<file path="config.mk">
export PLATFORM = sky130hd
export DESIGN_NAME = icache_sa_param_flat
export DESIGN_NICKNAME = d
export VERILOG_FILES = /design/src/rtl/icache_pkg.sv /design/src/rtl/icache_sa_param_if.sv /design/src/rtl/icache_way.sv /design/src/rtl/icache_sa_param.sv /design/src/flat_wrapper.sv
export SDC_FILE = /design/constraint.sdc
export NUM_CORES = 2
export LEC_CHECK = 0
export CAP_MARGIN = 20
export CORE_AREA = 5 5 700 702
export CTS_CLUSTER_DIAMETER = 80
export DETAILED_ROUTE_END_ITERATION = 8
export DIE_AREA = 0 0 705 707
export PLACE_DENSITY = 0.67
export SLEW_MARGIN = 10
export SYNTH_ARGS = -nofsm -noshare
export SYNTH_HDL_FRONTEND = slang
export SYNTH_MEMORY_MAX_BITS = 65536
export SYNTH_SLANG_ARGS = --single-unit
</file>
<file path="constraint.sdc">
create_clock -name clk -period 11.3 [get_ports clk]
set_input_delay 1.13 -clock clk [delete_from_list [all_inputs] [get_ports clk]]
set_output_delay 1.13 -clock clk [all_outputs]
set_load 0.01 [all_outputs]
</file>
<file path="src/rtl/icache_pkg.sv">
// Shared types and address-split helpers for the set-associative instruction cache.
// No logic; widths derive from the cache geometry parameters.
package icache_pkg;

   typedef enum logic [1:0] {
      IDLE   = 2'd0,
      FILL   = 2'd1,
      COMMIT = 2'd2
   } state_t;

   function automatic int off_w(input int line_words);
      return $clog2(line_words);
   endfunction

   function automatic int idx_w(input int sets);
      return $clog2(sets);
   endfunction

   // Tag keeps every byte-address bit above index, offset and the byte lane.
   function automatic int tag_w(input int addr_w, input int sets, input int line_words);
      return addr_w - $clog2(sets) - $clog2(line_words) - 2;
   endfunction

endpackage

</file>
<file path="src/rtl/icache_sa_param_if.sv">
// Fetch-side and refill-side signals of the instruction cache.
// The cache is the slave; fetch stage plus memory together form the master.
interface icache_sa_param_if #(
   parameter int ADDR_W = 32
);
   logic [ADDR_W-1:0] pc_addr;
   logic              pc_valid;
   logic              inv;
   logic [31:0]       instr;
   logic              hit;
   logic              stall;
   logic              mem_req;
   logic [ADDR_W-1:0] mem_addr;
   logic [31:0]       mem_rdata;
   logic              mem_rvalid;

   modport master (
      output pc_addr, pc_valid, inv, mem_rdata, mem_rvalid,
      input  instr, hit, stall, mem_req, mem_addr
   );

   modport slave (
      input  pc_addr, pc_valid, inv, mem_rdata, mem_rvalid,
      output instr, hit, stall, mem_req, mem_addr
   );
endinterface

</file>
<file path="src/rtl/icache_way.sv">
// One cache way: data, tag and valid arrays with combinational read and tag compare.
// Read is zero-latency; writes land on the clock edge; no backpressure.
module icache_way #(
   parameter int SETS       = 16,
   parameter int LINE_WORDS = 4,
   parameter int IDX_W      = 4,
   parameter int OFF_W      = 2,
   parameter int TAG_W      = 26
) (
   input  logic             clk,
   input  logic             RESET,
   input  logic [IDX_W-1:0] rd_idx,
   input  logic [OFF_W-1:0] rd_off,
   input  logic [TAG_W-1:0] rd_tag,
   output logic             match,
   output logic             set_valid,
   output logic [31:0]      rd_data,
   input  logic             wr_en,
   input  logic [IDX_W-1:0] wr_idx,
   input  logic [OFF_W-1:0] wr_off,
   input  logic [31:0]      wr_data,
   input  logic             commit,
   input  logic [TAG_W-1:0] wr_tag,
   input  logic             inv_all
);
   logic [31:0]      data_mem [SETS*LINE_WORDS];
   logic [TAG_W-1:0] tag_mem  [SETS];
   logic [SETS-1:0]  valid_q;

   // Only valid bits are reset; invalidate beats a same-edge commit.
   always_ff @(posedge clk) begin
      if (RESET || inv_all) begin
         valid_q <= '0;
      end else if (commit) begin
         valid_q[wr_idx] <= 1'b1;
      end
   end

   always_ff @(posedge clk) begin
      if (wr_en) begin
         data_mem[{wr_idx, wr_off}] <= wr_data;
      end
      if (commit) begin
         tag_mem[wr_idx] <= wr_tag;
      end
   end

   assign set_valid = valid_q[rd_idx];
   assign match     = set_valid && (tag_mem[rd_idx] == rd_tag);
   assign rd_data   = data_mem[{rd_idx, rd_off}];
endmodule

</file>
<file path="src/rtl/icache_sa_param.sv">
// Set-associative instruction cache: same-cycle hit, miss refills a line by word reads.
// Miss latency LINE_WORDS handshakes + 2 cycles; stall freezes fetch; one mem request outstanding.
module icache_sa_param
   import icache_pkg::*;
#(
   parameter int WAYS       = 2,
   parameter int SETS       = 16,
   parameter int LINE_WORDS = 4,
   parameter int ADDR_W     = 32
) (
   input logic              clk,
   input logic              RESET,
   icache_sa_param_if.slave bus
);
   localparam int OFF_W = off_w(LINE_WORDS);
   localparam int IDX_W = idx_w(SETS);
   localparam int TAG_W = tag_w(ADDR_W, SETS, LINE_WORDS);
   localparam int PTR_W = (WAYS > 1) ? $clog2(WAYS) : 1;

   logic [OFF_W-1:0]  pc_off;
   logic [IDX_W-1:0]  pc_idx;
   logic [TAG_W-1:0]  pc_tag;
   logic              unused_pc_lsb;

   logic [WAYS-1:0]   way_match;
   logic [WAYS-1:0]   way_vld;
   logic [31:0]       way_data [WAYS];
   logic [31:0]       hit_data;
   logic              hit;

   state_t            state;
   logic [OFF_W-1:0]  cnt;
   logic [IDX_W-1:0]  f_idx;
   logic [TAG_W-1:0]  f_tag;
   logic [PTR_W-1:0]  victim_q;
   logic [PTR_W-1:0]  victim;
   logic [PTR_W-1:0]  ptr_sel;
   logic              mem_req_q;
   logic [ADDR_W-1:0] mem_addr_q;
   logic              fill_wr;
   logic              commit_wr;

   assign pc_off        = bus.pc_addr[OFF_W+1:2];
   assign pc_idx        = bus.pc_addr[OFF_W+2 +: IDX_W];
   assign pc_tag        = bus.pc_addr[ADDR_W-1 -: TAG_W];
   assign unused_pc_lsb = ^bus.pc_addr[1:0];

   // An abort on the same edge suppresses both the data write and the commit.
   assign fill_wr   = (state == FILL) && bus.mem_rvalid && !bus.inv;
   assign commit_wr = (state == COMMIT) && !bus.inv;

   for (genvar g = 0; g < WAYS; g++) begin : g_way
      icache_way #(
         .SETS       (SETS),
         .LINE_WORDS (LINE_WORDS),
         .IDX_W      (IDX_W),
         .OFF_W      (OFF_W),
         .TAG_W      (TAG_W)
      ) u_way (
         .clk       (clk),
         .RESET     (RESET),
         .rd_idx    (pc_idx),
         .rd_off    (pc_off),
         .rd_tag    (pc_tag),
         .match     (way_match[g]),
         .set_valid (way_vld[g]),
         .rd_data   (way_data[g]),
         .wr_en     (fill_wr && (victim_q == PTR_W'(g))),
         .wr_idx    (f_idx),
         .wr_off    (cnt),
         .wr_data   (bus.mem_rdata),
         .commit    (commit_wr && (victim_q == PTR_W'(g))),
         .wr_tag    (f_tag),
         .inv_all   (bus.inv)
      );
   end

   if (WAYS > 1) begin : g_rr
      logic [PTR_W-1:0] rr_ptr [SETS];

      always_ff @(posedge clk) begin
         if (RESET) begin
            for (int s = 0; s < SETS; s++) begin
               rr_ptr[s] <= '0;
            end
         end else if (commit_wr) begin
            rr_ptr[f_idx] <= rr_ptr[f_idx] + 1'b1;
         end
      end

      assign ptr_sel = rr_ptr[pc_idx];
   end else begin : g_no_rr
      assign ptr_sel = '0;
   end

   // Descending scans so the lowest matching / lowest invalid way wins.
   always_comb begin
      hit_data = way_data[0];
      victim   = ptr_sel;
      for (int w = WAYS - 1; w >= 0; w--) begin
         if (way_match[w]) begin
            hit_data = way_data[w];
         end
         if (!way_vld[w]) begin
            victim = PTR_W'(w);
         end
      end
   end

   assign hit       = bus.pc_valid && (state == IDLE) && (|way_match);
   assign bus.hit   = hit;
   assign bus.instr = hit_data;
   assign bus.stall = (bus.pc_valid && !hit) || (state != IDLE);

   assign bus.mem_req  = mem_req_q;
   assign bus.mem_addr = mem_addr_q;

   always_ff @(posedge clk) begin
      if (RESET) begin
         state      <= IDLE;
         cnt        <= '0;
         f_idx      <= '0;
         f_tag      <= '0;
         victim_q   <= '0;
         mem_req_q  <= 1'b0;
         mem_addr_q <= '0;
      end else begin
         case (state)
            IDLE: begin
               if (bus.pc_valid && !hit) begin
                  f_idx      <= pc_idx;
                  f_tag      <= pc_tag;
                  victim_q   <= victim;
                  cnt        <= '0;
                  mem_req_q  <= 1'b1;
                  mem_addr_q <= {pc_tag, pc_idx, {(OFF_W + 2){1'b0}}};
                  state      <= FILL;
               end
            end
            FILL: begin
               if (bus.inv) begin
                  mem_req_q <= 1'b0;
                  state     <= IDLE;
               end else if (bus.mem_rvalid) begin
                  cnt <= cnt + 1'b1;
                  if (cnt == OFF_W'(LINE_WORDS - 1)) begin
                     mem_req_q <= 1'b0;
                     state     <= COMMIT;
                  end else begin
                     mem_addr_q <= mem_addr_q + ADDR_W'(4);
                  end
               end
            end
            COMMIT: begin
               state <= IDLE;
            end
            default: begin
               mem_req_q <= 1'b0;
               state     <= IDLE;
            end
         endcase
      end
   end
endmodule

</file>
<file path="src/flat_wrapper.sv">
// flat-port wrapper written by rule: the top's interface ports become plain ports
module icache_sa_param_flat import icache_pkg::*;
#(
   parameter int WAYS       = 2,
   parameter int SETS       = 16,
   parameter int LINE_WORDS = 4,
   parameter int ADDR_W     = 32
)
  (clk, RESET, bus_pc_addr, bus_pc_valid, bus_inv, bus_mem_rdata, bus_mem_rvalid, bus_instr, bus_hit, bus_stall, bus_mem_req, bus_mem_addr);
  icache_sa_param_if #(.ADDR_W(ADDR_W)) bus_i ();
  input logic clk;
  input logic RESET;
  input wire logic [$bits(bus_i.pc_addr)-1:0] bus_pc_addr;
  input wire logic [$bits(bus_i.pc_valid)-1:0] bus_pc_valid;
  input wire logic [$bits(bus_i.inv)-1:0] bus_inv;
  input wire logic [$bits(bus_i.mem_rdata)-1:0] bus_mem_rdata;
  input wire logic [$bits(bus_i.mem_rvalid)-1:0] bus_mem_rvalid;
  output wire logic [$bits(bus_i.instr)-1:0] bus_instr;
  output wire logic [$bits(bus_i.hit)-1:0] bus_hit;
  output wire logic [$bits(bus_i.stall)-1:0] bus_stall;
  output wire logic [$bits(bus_i.mem_req)-1:0] bus_mem_req;
  output wire logic [$bits(bus_i.mem_addr)-1:0] bus_mem_addr;
  assign bus_i.pc_addr = bus_pc_addr;
  assign bus_i.pc_valid = bus_pc_valid;
  assign bus_i.inv = bus_inv;
  assign bus_i.mem_rdata = bus_mem_rdata;
  assign bus_i.mem_rvalid = bus_mem_rvalid;
  assign bus_instr = bus_i.instr;
  assign bus_hit = bus_i.hit;
  assign bus_stall = bus_i.stall;
  assign bus_mem_req = bus_i.mem_req;
  assign bus_mem_addr = bus_i.mem_addr;
  icache_sa_param #(.WAYS(WAYS), .SETS(SETS), .LINE_WORDS(LINE_WORDS), .ADDR_W(ADDR_W)) u_core (.clk(clk), .RESET(RESET), .bus(bus_i));
endmodule
</file>
==> impl_metrics.env <==
export IMPL_status="complete, but fails checks"
export IMPL_violations="antenna violations"
export IMPL_cts_max_level=5
export IMPL_max_slew_margin_rel_pct=16.3
export IMPL_yosysSeqAreaShare_pct=77.3
export IMPL_fin_crit_sh_pct=82.3
export IMPL_min_period_ps=9300
export IMPL_fill_cells=39500
export IMPL_gr_total_overflow=0
export IMPL_cp_required_ps=10170
export IMPL_ys_ff_latch=4980
export IMPL_route_detailed_drc=0
export IMPL_tns_ps=0
export IMPL_dieArea_um2=498000
export IMPL_synth_edff_count=4880
export IMPL_synth_area_um2=192000
export IMPL_clkSinkCount=4980
export IMPL_grtUsageTotal_pct=19.5
export IMPL_clk_latency_ps=1050
export IMPL_cp_start_kind="input port"
export IMPL_slew_viol_final=0
export IMPL_min_delay_path_class="register to register"
export IMPL_dp_worst_setup_slack_ps=2210
export IMPL_synth_warnings=0
export IMPL_vias=91800
export IMPL_critPathKind="input port to output pin"
export IMPL_wirelength_um=498000
export IMPL_ir_drop_uv=219
export IMPL_postRouteAntennaNets=1
export IMPL_cp_max_fo=67
export IMPL_initial_utilization_pct=39.7
export IMPL_post_dp_hpwl_um=272000
export IMPL_core_area_um2=484000
export IMPL_drv_cap=0
export IMPL_io_pins=136
export IMPL_drive_gt1_share_pct=30.4
export IMPL_synthFlopType="edfxtp_1"
export IMPL_finalHoldViolations=0
export IMPL_place_congestion=0.833
export IMPL_dr_pass1_iters=5
export IMPL_reg2regPathDepth=12
export IMPL_clkSlewWorstSetupHoldPaths_ps=60
export IMPL_synth_avg_cell_area_um2=23.3
export IMPL_async_flop_share_pct=0
export IMPL_routedWlPerCell_um=32.0
export IMPL_grt_max_degree=149
export IMPL_power_density_nw_per_um2=172
export IMPL_yosysMostFrequentCell="edfxtp_1"
export IMPL_fin_skew_ps=124
export IMPL_numCtsBuffers=474
export IMPL_cp_arrival_ps=8170
export IMPL_via_per_inst=5.90
export IMPL_rsz0062_at_grt="no"
export IMPL_min_from="u_core.g_way[1].u_way.valid_q[13]"
export IMPL_setup_viol=0
export IMPL_tightest_slew_ps=1260
export IMPL_setup_slack_ps=2000
export IMPL_synth_top_area_share_pct=76.2
export IMPL_cts_root_buffer="clkbuf_16"
export IMPL_cts_tree="built"
export IMPL_cts_resized_gates=0
export IMPL_hold_depth=1
export IMPL_timing_rr_start="u_core.g_way[0].u_way.tag_mem[15][1]"
export IMPL_fmax_mhz=108
export IMPL_num_nets_final=8764
export IMPL_ys_types=79
export IMPL_grt_pass1_vias=92300
export IMPL_synth_top_cell_by_area="edfxtp_1"
export IMPL_die_h_um=707
export IMPL_antenna_found_initial=35
export IMPL_rows=256
export IMPL_synthToLayoutAreaGrowth_pct=13.8
export IMPL_portBuffers=131
export IMPL_crit_path_end_kind="output pin"
export IMPL_yosys_top_cells_area="edfxtp_1 76%, mux4_2 17%, dfxtp_1 1.0%"
export IMPL_post_cts_buffers=0
export IMPL_hold_end="u_core.g_way[1].u_way.valid_q[13]"
export IMPL_cts_hold_repair_buffers=0
export IMPL_drt_iter0_markers=12400
export IMPL_synth_cells=8254
export IMPL_netlist_top_cells_count="4880 x edfxtp_1, 1458 x mux4_2, 393 x nor2_1, 302 x clkbuf_1, 139 x mux2i_1"
export IMPL_rrSetupSlack_ps=6700
export IMPL_die_width_um=705
export IMPL_fin_util_pct=45.2
export IMPL_reg2reg_to="u_core.bus.mem_addr[15]"
export IMPL_grt_pass1_wl_um=698000
export IMPL_clock_path_buffers=4
export IMPL_p_leak_uw=0.0671
## worst max path at each step
stage	startpoint	endpoint
after global placement	bus_pc_addr[5]	bus_instr[23]
final	bus_pc_addr[6]	bus_instr[22]
after floorplan	bus_pc_addr[5]	bus_instr[30]
after detailed placement	bus_pc_addr[5]	bus_instr[22]
after CTS	bus_pc_addr[5]	bus_instr[23]
after global routing	bus_pc_addr[5]	bus_instr[22]
## power by group
group / internal [µW] / switching [µW] / leakage (µW)
logic: 730 / 1180 / 0.0149
clock network: 8610 / 6840 / 0.00741
registers: 20300 / 55.6 / 0.0448
total: 29600 / 8080 / 0.0671
## flip-flops by register name, indices dropped and copies added (netlist names), named ones only
name and cells:
u_core.f_idx 4, u_core.cnt 2, u_core.state 2, u_core.bus.mem_req 1
u_core.g_way.u_way.valid_q 32, u_core.g_rr.rr_ptr 16, u_core.victim_q 1, u_core.g_way.u_way.tag_mem 768
u_core.f_tag 24, u_core.g_way.u_way.data_mem 4096, u_core.bus.mem_addr 30
## through the flow
stage / cell area, µm² / std cells / total power [µW] / hold slack (ps)
6_report: 219000 / 15600 / 37700 / 468
5_1_grt: 219000 / 15600 / 38800 / 462
4_1_cts: 218000 / 15500 / 37900 / 424
3_5_place_dp: 203000 / 14600 / 22600 / 454
3_3_place_gp: 203000 / 14600 / 22600 / 441
2_1_floorplan: 192000 / 8255 / 21700 / 435
## placed cells by master (no fill, tap or decap), types with 22 or more instances in the layout
cell / n
a21boi_0: 28
nand2_1: 87
nor4_2: 29
nor3_1: 29
xnor2_1: 39
bufinv_16: 33
a41oi_1: 49
nor2_4: 161
and3_1: 27
edfxtp_1: 4880
clkinv_1: 109
xor2_1: 25
clkbuf_16: 480
nor2_1: 231
mux2i_1: 139
dfxtp_1: 99
nand3_1: 47
mux4_2: 1458
mux2_2: 40
clkbuf_1: 105
a21oi_1: 32
buf_12: 22
a22oi_1: 33
o21a_1: 33
buf_4: 299
clkinv_2: 102
o21ai_0: 50
clkdlybuf4s50_1: 92
## worst max-delay path, stage by stage
cell and delay (ps):
clkbuf_8 490, buf_4 720, mux4_2 420, mux4_2 490, xnor2_1 400, nand3_1 170
nor4_1 330, o2111a_2 310, nand2_2 150, nor2_4 780, buf_4 380, mux2_1 460
nor4_2 930, clkdlybuf4s50_1 720
## final cells by class
cell class	count	area, µm²	share of cell area [%]
Sequential cell	4980	149000	67.9
Inverter	13	56.3	0.0257
Timing Repair Buffer	443	4090	1.87
Clock inverter	292	2700	1.23
Clock buffer	591	12500	5.71
Tap cell	6450	8070	3.69
Antenna cell	13	32.5	0.0149
Multi-Input combinational cell	2781	42900	19.6
## layer usage
| layer | track usage [%] | routed length [µm] |
|---|---|---|
| met4 | 6.92 | 19300 |
| met5 | 0 | 152 |
| met3 | 4.48 | 51800 |
| met1 | 26.0 | 186000 |
| met2 | 31.6 | 241000 |
## cells by family (layout without fill, tap and decap cells)
family	Yosys count	count (layout)	synth area share [%]
AND/OR/NAND/NOR	697	697	1.71
multiplexers	1670	1670	18.3
XOR/XNOR	64	64	0.292
buffers and inverters	494	1339	1.11
other	1	15	0.00195
adder cells (fa/ha/maj)	2	2	0.0130
flip-flops	4980	4980	77.3
AO/OA/AOI/OAI	346	346	1.33
(Power assumes the default switching activity.)
